--- src/rtl/taxi_axis_cobs_decode_ext.sv ---
// COBS byte-stream decoder with XOR delimiter, optional length cap and saturating frame stats.
// Each decoded byte is held one step so tlast can ride on the final byte of a frame.
module taxi_axis_cobs_decode_ext #(
  parameter logic [7:0]  DELIM   = 8'h00,
  parameter int unsigned MAX_LEN = 0,
  parameter int unsigned STAT_W  = 16,
  parameter bit          LAST_EN = 1'b1,
  parameter bit          USER_EN = 1'b1
) (
  input  logic              clk,
  input  logic              rst_n,
  input  logic [7:0]        s_axis_tdata_i,
  input  logic              s_axis_tvalid_i,
  output logic              s_axis_tready_o,
  input  logic              s_axis_tlast_i,
  input  logic              s_axis_tuser_i,
  output logic [7:0]        m_axis_tdata_o,
  output logic              m_axis_tkeep_o,
  output logic              m_axis_tstrb_o,
  output logic              m_axis_tvalid_o,
  input  logic              m_axis_tready_i,
  output logic              m_axis_tlast_o,
  output logic              m_axis_tid_o,
  output logic              m_axis_tdest_o,
  output logic              m_axis_tuser_o,
  output logic [STAT_W-1:0] stat_frames_o,
  output logic [STAT_W-1:0] stat_errors_o,
  output logic              err_framing_o,
  output logic              err_overflow_o
);

  localparam int unsigned LenW = $clog2(MAX_LEN + 2);

  typedef enum logic [1:0] {StIdle, StSeg, StNext, StDrop} state_e;

  state_e              state_q, state_d;
  logic [7:0]          count_q, count_d;
  logic                sup_q, sup_d;
  logic [7:0]          hold_q, hold_d;
  logic                hold_vld_q, hold_vld_d;
  logic [LenW-1:0]     len_q, len_d;
  logic                s_tready_q, s_tready_d;
  logic [9:0]          mem_q [2];
  logic                wr_ptr_q, rd_ptr_q;
  logic [1:0]          fcnt_q, fcnt_d;
  logic [STAT_W-1:0]   stat_frames_q, stat_frames_d;
  logic [STAT_W-1:0]   stat_errors_q, stat_errors_d;
  logic                err_framing_q, err_overflow_q;

  logic       in_hs, last_in, user_in, pop;
  logic [7:0] b;
  logic       push, push_last, push_user;
  logic [7:0] push_data;
  logic       data_en, frame_err, ovf, err_to_idle;
  logic [7:0] data_val;

  assign b       = s_axis_tdata_i ^ DELIM;
  assign in_hs   = s_axis_tvalid_i && s_tready_q;
  assign last_in = LAST_EN && s_axis_tlast_i;
  assign user_in = USER_EN && s_axis_tuser_i;
  assign pop     = (fcnt_q != 2'd0) && m_axis_tready_i;

  always_ff @(posedge clk or negedge rst_n) begin
    if (!rst_n) begin
      state_q <= StIdle;
    end else begin
      state_q <= state_d;
    end
  end

  always_comb begin
    state_d     = state_q;
    count_d     = count_q;
    sup_d       = sup_q;
    hold_d      = hold_q;
    hold_vld_d  = hold_vld_q;
    len_d       = len_q;
    push        = 1'b0;
    push_last   = 1'b0;
    push_user   = 1'b0;
    push_data   = hold_q;
    data_en     = 1'b0;
    data_val    = b;
    frame_err   = 1'b0;
    ovf         = 1'b0;
    err_to_idle = 1'b0;

    unique case (state_q)
      StIdle: begin
        len_d = '0;
        // Final byte of the previous frame leaves here, once the skid buffer has room.
        if (hold_vld_q && fcnt_q != 2'd2) begin
          push       = 1'b1;
          push_last  = 1'b1;
          hold_vld_d = 1'b0;
        end
        if (in_hs && b != 8'h00) begin
          count_d = b - 8'd1;
          sup_d   = (b == 8'hFF);
          state_d = (b == 8'h01) ? StNext : StSeg;
        end
      end
      StSeg: begin
        if (in_hs) begin
          if (b == 8'h00 || (last_in && (count_q != 8'd1 || user_in))) begin
            frame_err   = 1'b1;
            err_to_idle = 1'b1;
          end else begin
            data_en = 1'b1;
            count_d = count_q - 8'd1;
            if (last_in) begin
              state_d = StIdle;
            end else if (count_q == 8'd1) begin
              state_d = StNext;
            end
          end
        end
      end
      StNext: begin
        if (in_hs) begin
          if (b == 8'h00) begin
            if (user_in) begin
              frame_err   = 1'b1;
              err_to_idle = 1'b1;
            end else begin
              state_d = StIdle;
            end
          end else if (last_in) begin
            if (b == 8'h01 && !user_in) begin
              state_d = StIdle;
            end else begin
              frame_err   = 1'b1;
              err_to_idle = 1'b1;
            end
          end else begin
            data_en  = !sup_q;
            data_val = 8'h00;
            count_d  = b - 8'd1;
            sup_d    = (b == 8'hFF);
            state_d  = (b == 8'h01) ? StNext : StSeg;
          end
        end
      end
      StDrop: begin
        if (in_hs && (b == 8'h00 || last_in)) begin
          state_d = StIdle;
        end
      end
      default: state_d = StIdle;
    endcase

    if (data_en) begin
      if (MAX_LEN != 0 && len_q == LenW'(MAX_LEN)) begin
        ovf = 1'b1;
      end else begin
        if (hold_vld_q) begin
          push = 1'b1;
        end
        hold_d     = data_val;
        hold_vld_d = 1'b1;
        if (MAX_LEN != 0) begin
          len_d = len_q + LenW'(1);
        end
      end
    end

    if (frame_err || ovf) begin
      push       = 1'b1;
      push_last  = 1'b1;
      push_user  = 1'b1;
      push_data  = hold_vld_q ? hold_q : 8'h00;
      hold_vld_d = 1'b0;
      state_d    = (err_to_idle || (ovf && last_in)) ? StIdle : StDrop;
    end
  end

  always_comb begin
    fcnt_d        = fcnt_q + 2'(push) - 2'(pop);
    // At most one push per accepted byte, so one free slot is enough to take the next input.
    s_tready_d    = (state_d == StDrop) || (fcnt_d != 2'd2);
    stat_frames_d = stat_frames_q;
    stat_errors_d = stat_errors_q;
    if (push && push_last && !push_user && stat_frames_q != '1) begin
      stat_frames_d = stat_frames_q + STAT_W'(1);
    end
    if ((frame_err || ovf) && stat_errors_q != '1) begin
      stat_errors_d = stat_errors_q + STAT_W'(1);
    end
  end

  always_ff @(posedge clk or negedge rst_n) begin
    if (!rst_n) begin
      count_q        <= '0;
      sup_q          <= 1'b0;
      hold_q         <= '0;
      hold_vld_q     <= 1'b0;
      len_q          <= '0;
      s_tready_q     <= 1'b0;
      mem_q[0]       <= '0;
      mem_q[1]       <= '0;
      wr_ptr_q       <= 1'b0;
      rd_ptr_q       <= 1'b0;
      fcnt_q         <= '0;
      stat_frames_q  <= '0;
      stat_errors_q  <= '0;
      err_framing_q  <= 1'b0;
      err_overflow_q <= 1'b0;
    end else begin
      count_q        <= count_d;
      sup_q          <= sup_d;
      hold_q         <= hold_d;
      hold_vld_q     <= hold_vld_d;
      len_q          <= len_d;
      s_tready_q     <= s_tready_d;
      fcnt_q         <= fcnt_d;
      stat_frames_q  <= stat_frames_d;
      stat_errors_q  <= stat_errors_d;
      err_framing_q  <= frame_err;
      err_overflow_q <= ovf;
      if (push) begin
        mem_q[wr_ptr_q] <= {push_user, push_last, push_data};
        wr_ptr_q        <= ~wr_ptr_q;
      end
      if (pop) begin
        rd_ptr_q <= ~rd_ptr_q;
      end
    end
  end

  always_comb begin
    s_axis_tready_o = s_tready_q;
    m_axis_tvalid_o = (fcnt_q != 2'd0);
    {m_axis_tuser_o, m_axis_tlast_o, m_axis_tdata_o} = mem_q[rd_ptr_q];
    m_axis_tkeep_o  = 1'b1;
    m_axis_tstrb_o  = 1'b1;
    m_axis_tid_o    = 1'b0;
    m_axis_tdest_o  = 1'b0;
    stat_frames_o   = stat_frames_q;
    stat_errors_o   = stat_errors_q;
    err_framing_o   = err_framing_q;
    err_overflow_o  = err_overflow_q;
  end

endmodule

--- config.mk ---
export PLATFORM = sky130hd
export DESIGN_NAME = taxi_axis_cobs_decode_ext
export DESIGN_NICKNAME = d
export VERILOG_FILES = /design/src/rtl/taxi_axis_cobs_decode_ext.sv
export SDC_FILE = /design/constraint.sdc
export NUM_CORES = 1
export LEC_CHECK = 0
export BUFFER_PORTS_ARGS = -buffer_cell sky130_fd_sc_hd__buf_2
export CORE_UTILIZATION = 57
export CTS_CLUSTER_DIAMETER = 200
export DETAILED_ROUTE_END_ITERATION = 16
export GPL_TIMING_DRIVEN = 0
export PLACE_DENSITY_LB_ADDON = 0.05
export SETUP_SLACK_MARGIN = 0.4
export SKIP_CTS_REPAIR_TIMING = 1
export SLEW_MARGIN = 20
export SYNTH_ARGS = -nofsm -noshare
export SYNTH_HDL_FRONTEND = slang
export SYNTH_SLANG_ARGS = --single-unit
--- constraint.sdc ---
create_clock -name clk -period 4.35 [get_ports clk]
set_clock_uncertainty 0.1 [all_clocks]
set_input_delay 0.435 -clock clk [delete_from_list [all_inputs] [get_ports clk]]
set_output_delay 0.435 -clock clk [all_outputs]
set_load 0.005 [all_outputs]
==> reports/summary.txt <==
worst endpoint required time - 4470 ps
dpl ws - 734 ps
# DRC - 0
Cells after DPL - 579
Max-slew headroom - 53.0%
post-route setup slack - 839 ps
DR WL/cell - 14.7 um
area leader, netlist - dfrtp_1
highest metal used - met4
# setup viols final - 0
Slowest cell on crit path - nor4_2
Clock power frac - 20.4%
post-route cell area - 4930 um2
CP startpoint kind - flop
Peak VDD IR - 0.355 mV
worst hold slack - 301 ps
Post-synth ARST share - 100%
DR pass1 iterations - 4
grt ovf - 0
ANT nets after route - 0
Synth top area share - 45.7%
sw frac - 37.4%
#FFs+latches synth - 78
sequential share of the synthesized area - 45.7%
period utilization - 80.7%
global placer's final weighted congestion - 0.856
worst r2r dst - s_axis_tready_o
Initial Util - 58.9%
ys flop type - dfrtp_1
Die X - 88.6 um
Cell Area, Placed - 4710 um2
Routed WL - 8.75 mm
HP Class - input port to flop
die area - 7850 um2
Least-Margin Pin Slew - 699 ps
detailed placement HPWL - 6.44 mm
leak pwr - 2.34 nW
via/cell ratio - 5.46
max-slew violations - 0
fmax - 0.285 GHz
Syn-to-layout area delta - 15.3%
gr usage total - 24.3%
initial antenna violation count - 0
htree depth - 3
CP Cell Sequence - inv_1, ha_1, clkbuf_1, nand3_1, nor4_2, a2111oi_4, ha_1, inv_1, ha_1, xnor2_1, xnor2_1, nor2b_1, o31ai_1
metal3 WL - 315 um
I/O Buffers - 56
Root Buffer - clkbuf_8
P_int - 1.73 mW
R2R depth - 13
core area - 7250 um2
reg2reg start - state_q[0]
Most Frequent Cell on Critical Path - ha_1
CP endpoint kind - flop
hold path endpoint - hold_q[3]
clk sinks - 78
Die Height - 88.6 um
antenna cell count - 0
count leader, synth - dfrtp_1
largest net degree at the start of global routing - 45
met2 WL - 4.21 mm
vias in the first global route - 3113
CP peak stage delay - 700 ps
Final nets - 519
# rows - 31
sequential group share of total power - 40.9%
synth unique cells - 57
via count - 3257
share of cells above drive strength 1 - 23.5%
arrival time of the worst setup path - 3640 ps
CTS Buffer Depth - 2
Mapped Cells - 420
power consumption - 2.77 mW
number of CTS-inserted buffers - 9
worst path bufs/invs - 3
worst skew pair latency - 350 ps
Post-Syn Area - 4270 um2
global-route wire length before repair - 14.6 mm
I/O pin total - 64
Worst-path clk slew - 80 ps
1st-iter DRT viols - 168
M1 WL - 4.09 mm
synth warn - 0
CTS tree - yes
number of synthesized flops with an enable pin - 0
RSZ-0062 raised after global routing - no
PwrDens - 563 nW/um2
post-layout min period - 3510 ps
post-route insts no fill - 596
post-route setup TNS - 0 ps
Worst Hold Depth - 3
HP Start - s_axis_tdata_i[3]
status - finished, final reports clean
R2R setup slack - 840 ps
synth top area cells - dfrtp_1 46%, mux2_2 5.0%, xnor2_1 4.1%, xor2_1 4.1%, ha_1 3.8%
Logic pwr share - 38.7%
CP top delay family - simple AND/OR/NAND/NOR gates
Setup Crit Path Kind - flop to flop
Post-Syn Area per Cell - 10.2 um2
Net Sw Power - 1.04 mW
commonest cells in the netlist - 78 x dfrtp_1, 40 x nand2_1, 24 x nand3_1
max_cap viols - 0
Final Hold Viols - 0
Worst Path Max Fanout - 10
final core utilization - 67.9%
-- cells by family after synthesis --
kind of cell	after synthesis	share of synthesized area (%)
AOI/OAI and AO/OA	68	11.4
other	2	0.176
adders and majority gates	13	3.81
and+or+nand+nor	153	19.4
buffers and inverters	38	3.92
xor gates and xnor gates	40	8.20
DFF	78	45.7
muxes	28	7.35
-- routing by layer --
metal / track usage, % / up-vias
li1: - / 1618
met1: 31.8 / 1562
met2: 40.9 / 66
met3: 4.38 / 11
met4: 7.92 / 0
met5: 0 / -
-- cell type report --
type                    instances  area, um2
well taps                      99        124
plain buffers                  23        111
inverters                      15       56.3
fillers                       628       2330
flip-flops and latches         78       1950
multi-input cells             307       2170
clock buffers                   9        124
clock inverters                 7       81.3
repair buffers                 58        313
-- how the worst max path moves through the flow --
stage	startpoint	end	cells after the start
6_report	state_q[0]	s_axis_tready_o	13
5_1_grt	state_q[0]	s_axis_tready_o	13
4_1_cts	state_q[0]	s_axis_tready_o	13
3_3_place_gp	s_axis_tdata_i[0]	s_axis_tready_o	14
2_1_floorplan	s_axis_tdata_i[5]	s_axis_tready_o	12
3_5_place_dp	s_axis_tdata_i[1]	s_axis_tready_o	14
-- flip-flops by register name, indices dropped and copies added, names as in the netlist --
signal           flops
mem_q               20
stat_errors_o       16
stat_frames_o       16
count_q              8
hold_q               8
fcnt_q               2
state_q              2
err_framing_o        1
hold_vld_q           1
rd_ptr_q             1
s_axis_tready_o      1
sup_q                1
wr_ptr_q             1
-- power by group through the flow --
stage / Clock (mW) / Combinational (mW) / Sequential, mW
global route: 0.604 / 1.22 / 1.17
global placement: 0 / 1.04 / 1.14
floorplan: 0 / 0.776 / 1.11
finish: 0.564 / 1.07 / 1.13
detailed placement: 0 / 1.08 / 1.15
CTS: 0.576 / 1.08 / 1.13
-- worst min-delay path: cells and delay by family --
family	cells	cell delay (ps)
buffers and inverters	1	140
AND/OR/NAND/NOR	1	60
AO/OA/AOI/OAI	1	60
-- placed cells by master, fill, tap and decap left out, drive strengths merged, types with 2 or more instances in the layout --
master	Yosys	layout
dfrtp	78	78
ha	13	13
a21oi	12	12
a2111oi	3	3
or4	2	2
or2	2	2
clkbuf	11	20
mux2	27	27
a22o	3	3
buf	12	69
inv	15	18
o311ai	3	3
nor4	5	5
clkinv	0	3
nand4	10	10
or3	4	4
nand3	24	24
and2	13	13
nor3	14	14
nand2	40	40
nor2	20	20
o22ai	3	3
xor2	20	20
xnor2	20	20
conb	2	5
o21ai	23	23
o31ai	6	6
and3	6	6
a21o	4	4
nand2b	4	4
o32ai	4	4
nor3b	3	3
(Power assumes the default switching activity.)
